==> config.mk <==
export PLATFORM = sky130hd
export DESIGN_NAME = calc_sequencer
export DESIGN_NICKNAME = d
export VERILOG_FILES = /design/src/rtl/calc_sequencer.sv
export SDC_FILE = /design/constraint.sdc
export NUM_CORES = 1
export LEC_CHECK = 0
export CAP_MARGIN = 20
export CORE_MARGIN = 2
export CORE_UTILIZATION = 40
export CTS_CLUSTER_SIZE = 30
export DETAILED_ROUTE_END_ITERATION = 16
export REMOVE_ABC_BUFFERS = 1
export SKIP_LAST_GASP = 1
export SYNTH_ARGS = -nofsm -noshare
export SYNTH_HDL_FRONTEND = slang
export SYNTH_SLANG_ARGS = --single-unit
==> constraint.sdc <==
create_clock -name clk -period 5.4 [get_ports clk]
set_input_delay 1.62 -clock clk [delete_from_list [all_inputs] [get_ports clk]]
set_output_delay 1.62 -clock clk [all_outputs]
set_load 0.03 [all_outputs]
==> src/rtl/calc_sequencer.sv <==
// Central control FSM of the slider calculator: operand A/B entry, result display,
// out-of-range detection and the blinking error indication.
module calc_sequencer #(
  parameter int unsigned WIDTH          = 14,
  parameter int unsigned MAX_VALUE      = 9999,
  parameter int unsigned BLINK_OVERFLOW = 25000000
) (
  input  logic             clk,
  input  logic             reset,
  input  logic             btn_clr,
  input  logic             btn_ent,
  input  logic             btn_add,
  input  logic             btn_sub,
  input  logic [WIDTH-1:0] number_1,
  input  logic [WIDTH-1:0] number_2,
  input  logic [WIDTH-1:0] result,
  output logic             write_number_select,
  output logic             arithmetic_sel,
  output logic             slider_clr,
  output logic [WIDTH-1:0] display_number,
  output logic             display_blank,
  output logic [1:0]       state
);

  localparam int unsigned CNT_W = (BLINK_OVERFLOW > 0) ? $clog2(BLINK_OVERFLOW + 1) : 1;

  typedef enum logic [1:0] {
    ENTER_A  = 2'd0,
    ENTER_B  = 2'd1,
    SHOW_RES = 2'd2,
    ERROR    = 2'd3
  } state_t;

  state_t           state_q, state_nxt;
  logic             sel_nxt;
  logic             clr_nxt;
  logic [WIDTH-1:0] res_q, res_nxt;
  logic [WIDTH-1:0] disp_nxt;
  logic             blank_nxt;
  logic [CNT_W-1:0] cnt_q, cnt_nxt;
  logic [WIDTH:0]   sum_c;
  logic             eval_err_c;
  logic             add_ev_c, sub_ev_c;

  // Operation buttons only count when no higher-priority button is present.
  assign add_ev_c = btn_add & ~btn_clr & ~btn_ent;
  assign sub_ev_c = btn_sub & ~btn_clr & ~btn_ent;

  assign sum_c      = {1'b0, number_1} + {1'b0, number_2};
  assign eval_err_c = arithmetic_sel ? (number_2 > number_1)
                                     : (sum_c > (WIDTH+1)'(MAX_VALUE));

  // Next-state and next-output logic.
  always_comb begin
    state_nxt = state_q;
    sel_nxt   = arithmetic_sel;
    clr_nxt   = 1'b0;
    res_nxt   = res_q;
    disp_nxt  = '0;
    blank_nxt = 1'b0;
    cnt_nxt   = '0;

    if (btn_clr) begin
      state_nxt = ENTER_A;
      sel_nxt   = 1'b0;
      clr_nxt   = 1'b1;
    end else begin
      case (state_q)
        ENTER_A: begin
          if (btn_ent)       state_nxt = ENTER_B;
          else if (sub_ev_c) sel_nxt   = 1'b1;
          else if (add_ev_c) sel_nxt   = 1'b0;
        end
        ENTER_B: begin
          if (btn_ent) begin
            if (eval_err_c) begin
              state_nxt = ERROR;
            end else begin
              state_nxt = SHOW_RES;
              res_nxt   = result;
            end
          end else if (sub_ev_c) begin
            sel_nxt = 1'b1;
          end else if (add_ev_c) begin
            sel_nxt = 1'b0;
          end
        end
        SHOW_RES, ERROR: begin
          if (btn_ent) begin
            state_nxt = ENTER_A;
            clr_nxt   = 1'b1;
          end
        end
        default: state_nxt = ENTER_A;
      endcase
    end

    // Display source follows the state being entered so it changes on the same edge.
    case (state_nxt)
      ENTER_A:  disp_nxt = number_1;
      ENTER_B:  disp_nxt = number_2;
      SHOW_RES: disp_nxt = res_nxt;
      default:  disp_nxt = '0;
    endcase

    if (state_nxt == ERROR) begin
      if (state_q != ERROR) begin
        blank_nxt = 1'b1;
        cnt_nxt   = '0;
      end else if (cnt_q == CNT_W'(BLINK_OVERFLOW)) begin
        blank_nxt = ~display_blank;
        cnt_nxt   = '0;
      end else begin
        blank_nxt = display_blank;
        cnt_nxt   = cnt_q + CNT_W'(1);
      end
    end
  end

  always_ff @(posedge clk) begin
    if (reset) begin
      state_q             <= ENTER_A;
      arithmetic_sel      <= 1'b0;
      write_number_select <= 1'b0;
      slider_clr          <= 1'b0;
      display_blank       <= 1'b0;
      display_number      <= '0;
      res_q               <= '0;
      cnt_q               <= '0;
    end else begin
      state_q             <= state_nxt;
      arithmetic_sel      <= sel_nxt;
      write_number_select <= (state_nxt == ENTER_B);
      slider_clr          <= clr_nxt;
      display_blank       <= blank_nxt;
      display_number      <= disp_nxt;
      res_q               <= res_nxt;
      cnt_q               <= cnt_nxt;
    end
  end

  assign state = state_q;

endmodule

==> flow_summary.toml <==
[die]
dieHeight_um = 98.64
ios = 68
fp-row-count = 34
die_w_um = 98.64
dieArea_mm2 = 0.009729
initial_utilization = 0.4108
coreArea_mm2 = 0.008721

[worst_setup_path]
reg2reg_depth = 9
worst_setup_path_end_kind = "register"
reg2reg_from = "state[0]"
arrival_ns = 5.33
reg2reg_slack_ns = 3.17
endpoint = "display_number[12]"
startpoint = "number_1[0]"
critPathLaunchType = "input pin"
r2r_end = "display_number[12]"
crit_fanout = 4
path_class = "in -> reg"
cp.required_ns = 5.59

[logic_synthesis]
synth_cells = 416
avgSynthCellArea_um2 = 8.611
syn_area_mm2 = 0.003582
ys.flop_type = "dfxtp_1"
yosys_warnings = 0
synthArstFlopShare = 0
synth_edf_count = 0
ys_ff_latch = 59
ys_seq_area_frac = 0.3297
ys_types = 59

[detailed_routing]
drt_wl_total_um = 8858
via_count = 3153
ant_nets = 0
vias_per_cell = 5.127
drc = 0
drt-initial-drc-count = 107
dr.pass1.iters = 4
post_drt_wl_per_cell_um = 14.40

[clock_network]
cts_max_level = 3
cts-hold-fix-buffers = 0
clkSinkCount = 59
path_clk_slew_ns = 0.06
cts_tree = "built"
insertion_delay_ns = 0.32
post-cts-setup-buffers = 0
cts-root-buf = "clkbuf_8"
cts_buffer_depth = 2
cts_made_buffers = 9
cts_resized = 0

[placement]
hpwl_um = 6883
placed_cell_area_mm2 = 0.004509
port_buffers = 67
dp_cells = 600
gp_congestion = 0.8753

[hold_path]
min_path_type = "reg -> reg"
min_path_cells = 1

[sta]
drv_slew = 0
worst_pin_slew_ns = 0.5864
rsz0062_at_grt = "false"
skew_ns = 0.008352
period_minus_slack_ns = 5.140
finalCritPeriodShare = 0.9519
fmax_mhz = 194.5
setup_viol = 0
max-slew-margin-rel = 0.6058
hold_viol = 0

[cells_and_area]
n_fill_cell = 798
n_antenna_cell = 0
syn_to_final_growth_pct = 31.30
nNetsFinal = 582
stdcell_area_mm2 = 0.004703
layoutNonFillerInstCount = 615
drive_above_1_share = 0.09270

[grt]
grt_pass1_vias = 3118
antenna_found_initial = 0
gr-total-overflow = 0
grt_usage = 0.1879
grt_max_degree = 26
grt_pass1_wl_um = 14820

[power]
p_leak_nw = 1.813
power_mw = 1.100
p_per_area_mw_per_mm2 = 234.0
ir_drop_v = 0.0001759

[status]
status = "complete, no violations"

[flow_run]
cap_viol_max_count = 0
-- placed cells by master (no fill, tap or decap), types with 4 or more instances in the layout --
cell type         n
nor2_1           72
clkdlybuf4s50_1  67
dfxtp_1          59
inv_1            35
ha_1             30
mux2i_1          29
buf_4            20
xnor2_1          18
nand2_1          15
o22ai_1          15
nand3_1          13
o21ai_0          11
clkbuf_8         11
a21oi_1           9
xor2_1            9
nor2b_1           8
nor3_1            7
nand4_1           7
o21bai_1          5
nor4_1            4
and3_1            4
-- worst min-delay path by stage --
| stage | from | endpoint | slack [ns] |
|---|---|---|---|
| 3_5_place_dp | cnt_q[0] | cnt_q[0] | 0.47 |
| 3_3_place_gp | cnt_q[0] | cnt_q[0] | 0.46 |
| 2_1_floorplan | cnt_q[0] | cnt_q[0] | 0.44 |
| 4_1_cts | cnt_q[0] | cnt_q[0] | 0.48 |
| 6_report | cnt_q[0] | cnt_q[0] | 0.48 |
| 5_1_grt | cnt_q[0] | cnt_q[0] | 0.50 |
-- cells in the mapped netlist, types with 2 or more instances --
cell type,n,area share
nor3_1,7,0.0098
xor2_1,9,0.022
o41ai_1,2,0.0049
or3_1,2,0.0035
o21ai_1,3,0.0042
ha_1,30,0.10
o211ai_1,3,0.0063
or2_2,2,0.0035
o21ai_0,11,0.015
mux2i_1,29,0.081
o22ai_1,15,0.026
a211oi_1,3,0.0063
or3b_2,2,0.0049
and4_1,2,0.0049
clkbuf_1,10,0.010
or4_1,3,0.0063
nor2b_1,8,0.014
nand4_1,7,0.012
nand2b_1,2,0.0035
inv_1,35,0.037
dfxtp_1,59,0.33
xnor2_1,18,0.044
nand2_1,15,0.016
nor4_1,4,0.0070
a21oi_1,9,0.013
and3_1,4,0.0070
nor3b_1,3,0.0063
o21bai_1,5,0.010
nor2_1,72,0.075
nand3_1,13,0.018
-- kinds of logic after synthesis --
| kind of cell | count (synthesis) | share of synthesized area |
|---|---|---|
| flops | 59 | 0.3297 |
| mux | 30 | 0.08418 |
| buf+inv | 48 | 0.05588 |
| compound gates | 71 | 0.1519 |
| xor+xnor | 27 | 0.06602 |
| simple gates | 150 | 0.2019 |
| fa+ha+maj | 31 | 0.1104 |
-- stage by stage --
stage | utilization | setup TNS [ns] | hold WS, ns | worst slack [ns]
final | 0.5393 | 0 | 0.4767 | 0.2598
after global routing | 0.5393 | 0 | 0.4968 | 0.02674
after CTS | 0.5393 | 0 | 0.4821 | 0.2731
after detailed placement | 0.5171 | -0.5590 | 0.4677 | -0.07231
after global placement | 0.5171 | 0 | 0.4605 | 0.01061
after floorplan | - | 0 | 0.4375 | 0.4834
-- sequential cells by signal (all words and copies together) (netlist names) --
name / cells
cnt_q: 25
display_number: 14
res_q: 14
state: 2
arithmetic_sel: 1
display_blank: 1
slider_clr: 1
write_number_select: 1
-- final cells by class --
| type | instances | area [um^2] | share of cell area |
|---|---|---|---|
| clock inverter | 2 | 35.03 | 0.007449 |
| timing repair buffer | 89 | 860.8 | 0.1830 |
| inverter | 35 | 131.4 | 0.02793 |
| multi-input combinational | 309 | 2201 | 0.4679 |
| tap | 108 | 135.1 | 0.02873 |
| sequential | 59 | 1181 | 0.2511 |
| clock buffer | 13 | 158.9 | 0.03379 |
-- where the power goes --
part | internal, mW | switching (mW) | leakage (nW)
logic | 0.122 | 0.133 | 1.23
clock network | 0.235 | 0.157 | 0.0995
registers | 0.448 | 0.00557 | 0.480
total | 0.805 | 0.295 | 1.81
-- layer usage --
layer	GRT usage	part of all wire
met1	0.2665	0.51
met2	0.2878	0.43
met3	0.04965	0.052
met4	0.04215	0.0098
met5	0	0
-- worst max-delay path: stages --
cell and delay (ns):
clkdlybuf4s50_1 0.49, ha_1 0.17, inv_1 0.06, fa_1 0.38, or4_1 0.51, or4_1 0.43
a2111oi_2 0.31, a311oi_1 0.12, o2111ai_2 0.27, o2111ai_4 0.18, a21boi_4 0.25, buf_4 0.18
mux2i_1 0.26, o22ai_1 0.11
No activity file was read; power rests on OpenSTA's default activity.
